[config.mk]
export PLATFORM = sky130hd
export DESIGN_NAME = alu
export DESIGN_NICKNAME = d
export VERILOG_FILES = /design/src/rtl/alu_pkg.sv /design/src/rtl/alu_addsub.sv /design/src/rtl/alu.sv
export SDC_FILE = /design/constraint.sdc
export NUM_CORES = 1
export LEC_CHECK = 0
export ABC_AREA = 1
export ABC_CLOCK_PERIOD_IN_PS = 2500
export CAP_MARGIN = 15
export CORE_MARGIN = 2
export CORE_UTILIZATION = 53
export CTS_BUF_LIST = sky130_fd_sc_hd__clkbuf_4
export DETAILED_ROUTE_END_ITERATION = 6
export PLACE_DENSITY = 0.85
export SLEW_MARGIN = 10
export SYNTH_ARGS = -nofsm -noshare
export SYNTH_HDL_FRONTEND = slang
export SYNTH_SLANG_ARGS = --single-unit
export TNS_END_PERCENT = 50
[constraint.sdc]
create_clock -name CLK -period 2.5 [get_ports CLK]
set_clock_uncertainty 0.05 [all_clocks]
set_input_delay 0.375 -clock CLK [delete_from_list [all_inputs] [get_ports CLK]]
set_output_delay 0.375 -clock CLK [all_outputs]
set_load 0.005 [all_outputs]
[src/rtl/alu_pkg.sv]
// Shared definitions for the MISC-V datapath ALU: data/opcode widths, opcode
// encodings and a small zero-detect helper used by the top level.
package alu_pkg;

    localparam int DATA_W = 16;
    localparam int OP_W   = 3;
    localparam int SHAMT_W = 4;

    localparam logic [OP_W-1:0] ALU_ADD = 3'd0;
    localparam logic [OP_W-1:0] ALU_SUB = 3'd1;
    localparam logic [OP_W-1:0] ALU_SLT = 3'd2;
    localparam logic [OP_W-1:0] ALU_OR  = 3'd3;
    localparam logic [OP_W-1:0] ALU_AND = 3'd4;
    localparam logic [OP_W-1:0] ALU_XOR = 3'd5;
    localparam logic [OP_W-1:0] ALU_SLL = 3'd6;
    localparam logic [OP_W-1:0] ALU_SRA = 3'd7;

    function automatic logic is_zero(input logic [DATA_W-1:0] value);
        return (value == {DATA_W{1'b0}});
    endfunction

endpackage

[src/rtl/alu_addsub.sv]
// Combinational 16-bit adder/subtractor with a signed less-than output that
// is only meaningful while subtracting (A - B).
module alu_addsub
    import alu_pkg::*;
(
    input  logic [DATA_W-1:0] i_a,
    input  logic [DATA_W-1:0] i_b,
    input  logic              i_sub,
    output logic [DATA_W-1:0] o_sum,
    output logic              o_lt
);

    logic [DATA_W-1:0] w_b_eff;
    logic [DATA_W-1:0] w_sum;
    logic              w_ovf;

    assign w_b_eff = i_sub ? ~i_b : i_b;
    assign w_sum   = i_a + w_b_eff + {{(DATA_W-1){1'b0}}, i_sub};

    // Two's-complement overflow: same-signed addends giving a differently-signed sum.
    assign w_ovf = (i_a[DATA_W-1] == w_b_eff[DATA_W-1]) &&
                   (w_sum[DATA_W-1] != i_a[DATA_W-1]);

    assign o_sum = w_sum;
    assign o_lt  = w_sum[DATA_W-1] ^ w_ovf;

endmodule

[src/rtl/alu.sv]
// Registered 16-bit ALU: one-cycle latency, result and zero flag loaded on the
// same edge from the same next-result value.
module alu
    import alu_pkg::*;
(
    input  logic              CLK,
    input  logic              Reset,
    input  logic [DATA_W-1:0] FirstInput,
    input  logic [DATA_W-1:0] SecondInput,
    input  logic [OP_W-1:0]   ALUOp,
    output logic [DATA_W-1:0] OutputData,
    output logic              Zero
);

    logic              w_sub;
    logic [DATA_W-1:0] w_sum;
    logic              w_lt;
    logic [SHAMT_W-1:0] w_shamt;
    logic [DATA_W-1:0] w_result;
    logic              w_zero;
    logic [DATA_W-1:0] r_data;
    logic              r_zero;

    // SLT reuses the subtractor so the less-than comes from A - B.
    assign w_sub   = (ALUOp == ALU_SUB) || (ALUOp == ALU_SLT);
    assign w_shamt = SecondInput[SHAMT_W-1:0];

    alu_addsub u_addsub (
        .i_a   (FirstInput),
        .i_b   (SecondInput),
        .i_sub (w_sub),
        .o_sum (w_sum),
        .o_lt  (w_lt)
    );

    // Next-result select across all eight opcodes.
    always_comb begin
        w_result = {DATA_W{1'b0}};
        case (ALUOp)
            ALU_ADD: w_result = w_sum;
            ALU_SUB: w_result = w_sum;
            ALU_SLT: w_result = {{(DATA_W-1){1'b0}}, w_lt};
            ALU_OR:  w_result = FirstInput | SecondInput;
            ALU_AND: w_result = FirstInput & SecondInput;
            ALU_XOR: w_result = FirstInput ^ SecondInput;
            ALU_SLL: w_result = FirstInput << w_shamt;
            ALU_SRA: w_result = DATA_W'($signed(FirstInput) >>> w_shamt);
            default: w_result = {DATA_W{1'b0}};
        endcase
    end

    assign w_zero = is_zero(w_result);

    // Output registers; reset wins over any operation on the same edge.
    always_ff @(posedge CLK) begin
        if (Reset) begin
            r_data <= 16'h0000;
            r_zero <= 1'b1;
        end else begin
            r_data <= w_result;
            r_zero <= w_zero;
        end
    end

    assign OutputData = r_data;
    assign Zero       = r_zero;

endmodule

==> impl_metrics.toml <==
[outcome]
run_status = "complete, but fails checks"
violations = "design-rule violations, negative setup slack"

[critical_path]
crit_arrival_ns = 2.96
crit_buf_inv = 3
worstPathCellList = "clkdlybuf4s50_1 > inv_1 > xor2_1 > ha_1 > nand2_1 > inv_1 > a21oi_1 > nand3_1 > nand2_1 > a21oi_2 > nor2_1 > nand4_1 > nor2_1 > nand3_1 > nand2_1"
cp-start-kind = "input port"
path_max_fanout = 2
cpMaxStageDelayCell = "clkdlybuf4s50_1"
cp_top_family = "simple AND/OR/NAND/NOR gates"
startpoint = "SecondInput[10]"
crit_required_ns = 2.69
crit_type = "input port to flip-flop"
max_stage_delay_ns = 0.50
cp.depth = 15
endpoint_kind = "flip-flop"
cp_common_cell = "nand2_1"
crit_end = "Zero"

[global_route]
grt_pass1_vias = 5496
antenna_found_initial = 0
grt_max_degree = 36
gr-total-overflow = 0
grt_util_all_layers = 0.3953
grt_pass1_wl_mm = 26.59

[cts]
cts_tree = "built"
clock_path_buffers = 2
cts.sink_count = 17
cts_buffers = 3
cts_root_buffer = "clkbuf_4"
h-tree-depth = 1
clk_pin_slew_ns = 0.10
hold_buffers = 0

[placement]
port_buffers = 53
gp_congestion = 1.121
placedCellCount = 963
dp_hpwl_mm = 12.60

[synthesis]
ys_async_sr_fraction = 0
synth_most_common_cell = "nand2_1"
synth_nets = 786
synth-seq-cells = 17
synth_area_leader_cell = "nand2_1"
synth_edf_count = 0
yosys_warnings = 0
synth_top_area_share = 0.2087
synthMuxAreaShare = 0
synth_xor_area_frac = 0.03930
synth_area_leaders = "nand2_1, ha_1, nand3_1"
synth_flop_cell = "dfxtp_1"
synthTopCellsByCount = "nand2_1, nand3_1, inv_1, nor2_1, ha_1"
synth_area_um2 = 4011
synth_cells = 700
synthAdderAreaFrac = 0.1547
synth_top_family_by_area = "simple AND/OR/NAND/NOR gates"
synth_compound_area_frac = 0.1235
synth-simple-area-share = 0.4788
ys_types = 44
ys_seq_area_frac = 0.08484
postSynthAreaPerCell_um2 = 5.730

[floorplan]
die_y_um = 91.00
dieWidth_um = 91.00
io-pin-count = 54
start_util = 0.5501
fp-row-count = 31
dieArea_um2 = 8280
core-area_um2 = 7292

[timing]
maxSlewViolCount = 0
setup_ws_ns = -0.2736
tightestPinTransition_ns = 0.4284
max_slew_margin = 0.7141
layout_min_cycle_time_ns = 2.774
hold_viol_final = 0
rsz0062_at_grt = "yes"
fmax_mhz = 360.5
setup_viol = 7
fin_setup_tns_ns = -1.049
finalCritPeriodShare = 1.109

[cells_and_area]
drive_gt1_frac = 0.3247
syn_to_final_growth_pct = 53.93
diodes = 0
fillerInstances = 446
final_core_util = 0.8468
nets = 980
instances_no_fill = 992

[power_and_ir_drop]
finalPower_mw = 2.082
peakVddDrop_v = 0.0002576
p_per_area_nw_per_um2 = 337.2
p_leak_nw = 3.307

[detailed_routing]
wl_met2_mm = 8.619
highest_layer = "met4"
drt_first_pass_iters = 7
wl_per_cell_um = 19.68
drt_iter0_markers = 911
drt.antenna.violating_nets = 0
wl_met3_mm = 2.313
drcViolationCount = 2
drt-met1-wl_mm = 6.629
via_count = 6127
wl_mm = 19.52
via_per_inst = 6.176

[run]
drv_cap = 0

[worst_hold_path]
hp-class = "input port to flip-flop"
==> registers in the layout, summed over array words and instances, names as in the netlist <==
name        count
Zero            1
OutputData     16
==> routing by layer <==
metal,up-vias,track usage
met5,-,0
met2,560,0.6568
li1,2668,-
met3,202,0.06722
met4,0,0.2197
met1,2697,0.4821
==> area by class of cell <==
class | instances | area [um^2] | share of cell area
clock buffer | 4 | 30.03 | 0.004863
inverter | 81 | 321.6 | 0.05208
multi-input combinational | 578 | 3600 | 0.5830
sequential | 17 | 340.3 | 0.05512
tap | 99 | 123.9 | 0.02006
timing repair buffer | 213 | 1759 | 0.2849
==> per-stage QoR <==
step	setup WS, ns	instance area [um^2]	hold slack (ns)
6_report	-0.2736	6175	0.7205
5_1_grt	-0.3465	6175	0.7390
4_1_cts	0.002074	5826	0.6825
3_5_place_dp	-0.7937	5514	1.027
3_3_place_gp	-0.7165	5514	1.026
2_1_floorplan	0.01014	4011	0.3941
==> cells in the final DEF (no fill, tap or decap), types with 4 or more instances in the layout <==
master / count
nand2_4: 7
ha_1: 44
clkdlybuf4s50_1: 38
ha_4: 4
nand3_1: 97
o211ai_1: 6
a21oi_2: 13
nand2_1: 199
dlygate4sd2_1: 6
inv_1: 62
nor2_1: 40
a21oi_1: 23
and2_1: 5
o21ai_0: 16
inv_2: 14
nor3_1: 4
buf_4: 157
clkbuf_4: 4
dfxtp_1: 17
nand2_2: 28
nor2_2: 12
xor2_1: 13
dlymetal6s2s_1: 6
nand3_2: 18
nand4_1: 7
o21ai_1: 5
==> where the power goes <==
part,total (mW),internal (mW),switching [mW]
combinational,1.62,0.700,0.916
clock,0.159,0.0728,0.0862
sequential,0.306,0.298,0.00825
total,2.08,1.07,1.01
==> worst min path at each step <==
stage	startpoint	depth (start not counted)	slack, ns	to
2_1_floorplan	Reset	1	0.39	OutputData[7]
3_3_place_gp	OutputData[5]	1	1.03	OutputData[5]
3_5_place_dp	OutputData[5]	1	1.03	OutputData[5]
4_1_cts	ALUOp[1]	6	0.68	OutputData[11]
5_1_grt	ALUOp[1]	6	0.74	OutputData[11]
6_report	ALUOp[1]	6	0.72	OutputData[11]
==> logic make-up (layout without fill, tap and decap cells) <==
group                    after synthesis  after routing
flip-flops                            17             17
AND/OR/NAND/NOR                      427            427
buffers and inverters                105            298
adder cells (fa/ha/maj)               49             49
AO/OA/AOI/OAI                         84             84
XOR/XNOR                              18             18
==> what timing repair did <==
| action | in CTS | in global routing |
|---|---|---|
| setup endpoints to repair | 15 | 8 |
| resized for setup | 76 | 69 |
| setup buffers | 16 | 10 |
| pin swaps | 35 | 47 |
| cloned | 0 | 0 |
Note: power is estimated with default switching activity, not from simulation.
